`src/rtl/imm_pkg.sv`:
```
// Shared definitions for the immediate field decoder:
// MIPS opcodes, FSM encoding and word geometry.
package imm_pkg;

   localparam int NIBBLES = 8;

   localparam logic [5:0] OP_BEQ   = 6'h04;
   localparam logic [5:0] OP_BNE   = 6'h05;
   localparam logic [5:0] OP_ADDI  = 6'h08;
   localparam logic [5:0] OP_ADDIU = 6'h09;
   localparam logic [5:0] OP_SLTI  = 6'h0A;
   localparam logic [5:0] OP_SLTIU = 6'h0B;
   localparam logic [5:0] OP_ANDI  = 6'h0C;
   localparam logic [5:0] OP_ORI   = 6'h0D;
   localparam logic [5:0] OP_XORI  = 6'h0E;
   localparam logic [5:0] OP_LUI   = 6'h0F;
   localparam logic [5:0] OP_LW    = 6'h23;
   localparam logic [5:0] OP_SW    = 6'h2B;

   typedef enum logic [1:0] {
      COLLECT = 2'd0,
      DECODE  = 2'd1,
      HOLD    = 2'd2
   } state_e;

endpackage

```
`src/rtl/imm_class_decode.sv`:
```
// Opcode classifier: sign-extend, zero-extend or no immediate.
// Purely combinational; the caller registers the result.
module imm_class_decode
   import imm_pkg::*;
(
   input  logic [5:0] opcode,
   output logic       sext,
   output logic       no_imm
);

   always_comb begin
      sext   = 1'b0;
      no_imm = 1'b0;
      unique case (opcode)
         OP_BEQ, OP_BNE, OP_ADDI, OP_ADDIU,
         OP_SLTI, OP_SLTIU, OP_LW, OP_SW: begin
            sext = 1'b1;
         end
         OP_ANDI, OP_ORI, OP_XORI, OP_LUI: begin
            sext = 1'b0;
         end
         default: begin
            no_imm = 1'b1;
         end
      endcase
   end

endmodule

```
`src/rtl/imm_field_decoder.sv`:
```
// Assembles a 32-bit instruction from switch nibbles, extracts the
// 16-bit immediate and offers it downstream via valid/ready.
module imm_field_decoder #(
   parameter int NIBBLES = imm_pkg::NIBBLES
) (
   input  logic        clk,
   input  logic        rst,
   input  logic [3:0]  nib_in,
   input  logic        nib_valid,
   output logic        nib_ready,
   output logic [2:0]  nib_count,
   input  logic        flush,
   output logic [31:0] instr_out,
   output logic [15:0] imm_out,
   output logic        sext_out,
   output logic        no_imm,
   output logic        imm_valid,
   input  logic        imm_ready
);

   import imm_pkg::*;

   localparam logic [2:0] LAST = 3'(NIBBLES - 1);

   state_e      state_q, state_d;
   logic [2:0]  cnt_q, cnt_d;
   logic [31:0] instr_q, instr_d;
   logic [15:0] imm_q, imm_d;
   logic        sext_q, sext_d;
   logic        noimm_q, noimm_d;
   logic        cls_sext, cls_noimm;

   imm_class_decode u_cls (
      .opcode (instr_q[31:26]),
      .sext   (cls_sext),
      .no_imm (cls_noimm)
   );

   always_comb begin
      state_d = state_q;
      cnt_d   = cnt_q;
      instr_d = instr_q;
      imm_d   = imm_q;
      sext_d  = sext_q;
      noimm_d = noimm_q;
      if (flush) begin
         state_d = COLLECT;
         cnt_d   = 3'd0;
         instr_d = 32'd0;
      end else begin
         unique case (state_q)
            COLLECT: begin
               if (nib_valid) begin
                  instr_d[{cnt_q, 2'b00} +: 4] = nib_in;
                  if (cnt_q == LAST) begin
                     cnt_d   = 3'd0;
                     state_d = DECODE;
                  end else begin
                     cnt_d = cnt_q + 3'd1;
                  end
               end
            end
            DECODE: begin
               imm_d   = cls_noimm ? 16'd0 : instr_q[15:0];
               sext_d  = cls_sext & ~cls_noimm;
               noimm_d = cls_noimm;
               state_d = HOLD;
            end
            HOLD: begin
               if (imm_ready) state_d = COLLECT;
            end
            default: state_d = COLLECT;
         endcase
      end
   end

   always_ff @(posedge clk) begin
      if (rst) begin
         state_q <= COLLECT;
         cnt_q   <= 3'd0;
         instr_q <= 32'd0;
         imm_q   <= 16'd0;
         sext_q  <= 1'b0;
         noimm_q <= 1'b0;
      end else begin
         state_q <= state_d;
         cnt_q   <= cnt_d;
         instr_q <= instr_d;
         imm_q   <= imm_d;
         sext_q  <= sext_d;
         noimm_q <= noimm_d;
      end
   end

   assign nib_ready = (state_q == COLLECT);
   assign imm_valid = (state_q == HOLD);
   assign nib_count = cnt_q;
   assign instr_out = instr_q;
   assign imm_out   = imm_q;
   assign sext_out  = sext_q;
   assign no_imm    = noimm_q;

endmodule

```
`config.mk`:
```
export PLATFORM = sky130hd
export DESIGN_NAME = imm_field_decoder
export DESIGN_NICKNAME = d
export VERILOG_FILES = /design/src/rtl/imm_pkg.sv /design/src/rtl/imm_class_decode.sv /design/src/rtl/imm_field_decoder.sv
export SDC_FILE = /design/constraint.sdc
export NUM_CORES = 1
export LEC_CHECK = 0
export BUFFER_PORTS_ARGS = -buffer_cell sky130_fd_sc_hd__buf_2
export CELL_PAD_IN_SITES_DETAIL_PLACEMENT = 1
export CELL_PAD_IN_SITES_GLOBAL_PLACEMENT = 1
export CORE_AREA = 3 3 78 80
export DETAILED_ROUTE_END_ITERATION = 12
export DIE_AREA = 0 0 81 83
export PLACE_DENSITY = 0.81
export SYNTH_ARGS = -nofsm -noshare
export SYNTH_HDL_FRONTEND = slang
export SYNTH_SLANG_ARGS = --single-unit
```
`constraint.sdc`:
```
create_clock -name clk -period 4.5 [get_ports clk]
set_clock_uncertainty 0.2 [all_clocks]
set_input_delay 0.45 -clock clk [delete_from_list [all_inputs] [get_ports clk]]
set_output_delay 0.45 -clock clk [all_outputs]
set_load 0.005 [all_outputs]
```
=== Word-level counts from Yosys, hierarchy flattened ===
Index checks and enable logic that the tools add are counted.
Widths: inputs -> output; s select.

* Add/subtract/negate cells: 2
* Eq/ne operators: 18
* Shift operators: 2
* Multiplexer cells: 9
* Bitwise gates (word level): 2
* Reductions and logical operators: 7

{| class="wikitable"
|+ Operators with widths
! kind !! count
|-
| $eq 6x4->1 const B || 8
|-
| $bwmux 32 || 1
|-
| $shift 4x7->32 const A || 1
|-
| $shiftx 4x7->32 || 1
|-
| $mux 16 || 1
|-
| $eq 6x3->1 const B || 2
|-
| $eq 6x6->1 const B || 2
|-
| $reduce_or 12->1 || 1
|-
| $reduce_or 8->1 || 1
|-
| $neg 5->7 || 1
|-
| $mux 2 || 3
|-
| $pmux 2 s3 || 1
|-
| $ne 2x1->1 const B || 2
|-
| $reduce_and 2->1 || 2
|-
| $add 3x1->3 const B || 1
|-
| $eq 3x3->1 const B || 1
|-
| $mux 3 || 1
|-
| $reduce_and 3->1 || 1
|-
| $eq 2x1->1 const B || 1
|-
| $eq 2x2->1 const B || 1
|-
| $logic_not 2->1 || 1
|-
| $mux 1 || 2
|-
| $ne 2x2->1 const B || 1
|-
| $reduce_or 2->1 || 1
|-
| other kinds (2) || 2
|}

* Flip-flop bits (word level): 55
* Input port bits: 9
* Output and inout port bits: 55
* Word-level logic and storage cells: 46

=== Longest topological paths before layout ===
* Word-level depth: 4
* Gate-level depth with buffers: 7
* Depth with buffers taken out: 7

=== Modules after synthesis ===
From an unflattened synthesis, not the netlist that was laid out.

* Cell total of the unflattened synthesis: 259
* Area, all modules: 2407.3 um2

{| class="wikitable"
|+ Modules (own cells, without submodules)
! module !! instances !! cells each !! area each (um2) !! sequential area each (um2)
|-
| imm_field_decoder || 1 || 251 || 2353.5 || 1101.1
|-
| imm_class_decode || 1 || 8 || 53.8 || 0.0
|}

=== Worst setup path after synthesis ===
No wires, ideal clock.

* Path type: register to register
* From: register cnt_q[0] (netlist: nib_count[0])
* To: register instr_q[0] (netlist: instr_out[0])
* Setup time: 0.115 ns
* Data arrival time: 1.929 ns
* Path slack: 2.256 ns
* Stages on the path, launching flop included: 8
* Buffers on the path: 0
* Period minus slack after synthesis: 2.244 ns
* Cell sequence: dfxtp_1 -> inv_1 -> ha_1 -> ha_1 -> nor4b_1 -> nand3_1 -> mux2i_1 -> nor2_1

* Word-level cells in the longest chain between the ends: 3
* Elaborated cells between the ends (all ways): 4
* Those cells by class: add/sub (1); shift (2); mux (1)

{| class="wikitable"
|+ Ends and longest elaborated chain
! item !! line !! text
|-
| start, declared || imm_field_decoder.sv:26 || <nowiki>logic [2:0] cnt_q, cnt_d;</nowiki>
|-
| start signal, assigned || imm_field_decoder.sv:87 || <nowiki>cnt_q <= cnt_d;</nowiki>
|-
| $neg 5->7 (*) || imm_field_decoder.sv:54 || <nowiki>instr_d[{cnt_q, 2'b00} +: 4] = nib_in;</nowiki>
|-
| $shiftx 4x7->32 / $shift 4x7->32 (equally long branches) || imm_field_decoder.sv:54 ||
|-
| $bwmux 32 (*) || imm_field_decoder.sv:54 ||
|-
| end signal, assigned || imm_field_decoder.sv:88 || <nowiki>instr_q <= instr_d;</nowiki>
|-
| end, declared || imm_field_decoder.sv:27 || <nowiki>logic [31:0] instr_q, instr_d;</nowiki>
|}

Every way passes the cells marked *; elsewhere a longest branch is shown, timed or not.
A chain may end at the register's enable or synchronous reset.

=== Final worst setup path ===
* From: register cnt_q[0] (netlist: nib_count[0])
* To: register instr_q[7] (netlist: instr_out[7])

The elaborated chain is that of the path after synthesis.

==> metrics.txt <==
vias in the first global route 1878; Yosys reg bits 55; first-pass GRT wire length 9.315 mm; Worst Path Arrival 2490 ps; vias per cell 5.203; Synth cell types 32; Worst Tran Pin Value 759.2 ps; type of origin of the critical path flop; clock buffer depth 2; Placed Cells 346; I/O pin count 64; syn nets 232; antenna cells 0; Fin. Hold Viols 0; Req. time, crit path 4490 ps; CTS tree built; Synth async-reset ratio 0; Core Region 0.005473 mm2; most common cell in the netlist dfxtp_1; CTS root buf clkbuf_8; via count 1842; clock sink count 55; Post-synth EDFFs 0; Synth area leaders dfxtp_1, nand3_1, a22o_1; IO Port Bufs 63; Residual DRC 0; H-tree levels 2; RSZ-0062 raised after global routing false; drt first pass iters 4; fmax 400.2 MHz; post-layout util 0.4787; Max VDD drop 0.0001240 V; Buf/Inv on CP 1; P&R area growth vs syn 22.17%; Critical Path Max Stage Delay 550 ps; share of cells above drive strength 1 0.2872; Slew Limit Fails 0; leakage 0.001116 uW; fill count 668; Final ANT Viol Nets 0; die span in y 83 um; post-synth top area cell dfxtp_1; Pwr Density 312.9 mW/mm2; hold_ws 166.6 ps; final cell count without fillers 354; total negative slack 0 ps; final total power 819.7 uW; Initial Utilization 0.3919; starting DRC count in detailed routing 64; Crit Path Max Fanout 10; Nets 297; synth cell count leaders dfxtp_1, nand3_1, nand2_1, o21ai_0, a22o_1; Final HPWL DP 4.152 mm; clk_lat worst skew 300 ps; Post-Route WL 5.457 mm; cell count after synthesis 216; status completed; Max-slew headroom 0.4933; total CTS buffers 5; GR Overflow Total 0; Post-CTS Resized 0; critical path's slowest cell dfxtp_1; synthesized area 0.002145 mm2; Die Area 0.006723 mm2; setup bufs post-CTS 0; Die W 81 um; Routed WL per cell 15.42 um; Worst setup EP type flop; Post-synth top flop dfxtp_1; cell breakdown of the critical path inv_1 -> ha_1 -> ha_1 -> o31a_1 -> nand3_1 -> nand3_1 -> o21ai_0; GPL Wtd Cong 0.8882; GRT Overall Usage 0.1727; yosys warns 0; hold buffers post-CTS 0; initial antenna violation count 0; Max-cap violations 0; delay-heaviest family, CP adder cells; average size of a mapped cell 9.929 um2; final setup fails 0; kind of critical path flop to flop; sequential fraction of the synthesis area 0.5134; CTS clk-pin slew, worst paths 100 ps; min Tclk post-route 2499 ps; worst hold path class input pin to flop; Rows 27; largest net degree at the start of global routing 34; Synth top area share 0.5134; crit share post-route 0.5553
[registers in the layout, indices dropped and copies added, names as in the netlist]
register and cells:
imm_out 16, instr_out 32, nib_count 3, no_imm 1, sext_out 1, state_q 2
[layout by cell type (no fill, tap or decap), types with 2 or more instances in the layout]
cell / synthesis / final
nand4_1: 2 / 2
dfxtp_1: 55 / 55
a21oi_1: 5 / 5
nand2b_1: 2 / 2
nand3_1: 32 / 32
nor4b_4: 2 / 2
nand4b_1: 3 / 3
inv_1: 4 / 4
a22o_1: 17 / 17
o21ai_0: 21 / 21
ha_1: 7 / 7
mux2i_1: 5 / 5
nor2_1: 9 / 8
buf_2: 1 / 63
nand2_1: 21 / 21
nor2b_1: 3 / 3
clkbuf_8: 0 / 6
o21ai_1: 8 / 8
or3_1: 2 / 2
nor2_2: 1 / 2
[where the power goes]
part / leakage, uW / total, uW / internal, uW / switching (uW)
registers: 0.000443 / 491 / 488 / 2.50
clock network: 0.0000474 / 287 / 126 / 161
logic: 0.000625 / 42.6 / 15.0 / 27.6
[worst paths after layout]
| path | start | end | slack (ps) | depth (start not counted) |
|---|---|---|---|---|
| min reg2reg | instr_out[17]$_SDFFE_PP0P_ | instr_out[17]$_SDFFE_PP0P_ | 280 | 2 |
| max | nib_count[0]$_SDFFE_PP0P_ | instr_out[7]$_SDFFE_PP0P_ | 2000 | 7 |
| min | rst | no_imm$_SDFFE_PP0P_ | 170 | 2 |
| max reg2reg | nib_count[0]$_SDFFE_PP0P_ | instr_out[7]$_SDFFE_PP0P_ | 2000 | 7 |
[routing by layer]
| layer | GRT usage | up-vias | part of all wire |
|---|---|---|---|
| met5 | 0 | - | 0 |
| met4 | 0.04916 | 0 | 0.019 |
| met3 | 0.04013 | 8 | 0.053 |
| met2 | 0.2830 | 49 | 0.47 |
| met1 | 0.2236 | 863 | 0.46 |
| li1 | - | 922 | - |
[metrics by stage]
step | cell area (um2) | setup WS (ps)
after floorplan | 2145 | 2256
after global placement | 2521 | 2116
after detailed placement | 2521 | 2018
after CTS | 2620 | 1993
after global routing | 2620 | 1795
final | 2620 | 2001
[cell type report]
cell class | instances | area (um2) | share of cell area
flip-flops and latches | 55 | 1101 | 0.4203
well taps | 72 | 90.09 | 0.03438
multi-input cells | 151 | 992.2 | 0.3787
inverters | 4 | 15.01 | 0.005731
clock inverters | 2 | 16.27 | 0.006208
clock buffers | 6 | 82.58 | 0.03152
repair buffers | 64 | 322.8 | 0.1232
[cell families (layout without fill, tap and decap cells)]
group	Yosys count	in the layout	share of synthesized area
and+or+nand+nor	84	84	0.2287
AOI/OAI and AO/OA	55	55	0.1686
DFF	55	55	0.5134
buffers and inverters	10	76	0.02508
adders and majority gates	7	7	0.04084
muxes	5	5	0.02334
[worst register-to-register path, delay by kind of cell (launching register included)]
| family | cells | cell delay (ps) |
|---|---|---|
| flip-flops | 1 | 550 |
| AO/OA/AOI/OAI | 2 | 360 |
| adder cells (fa/ha/maj) | 2 | 610 |
| buffers and inverters | 1 | 220 |
| AND/OR/NAND/NOR | 2 | 440 |
Power figures use the tool's default switching activity.
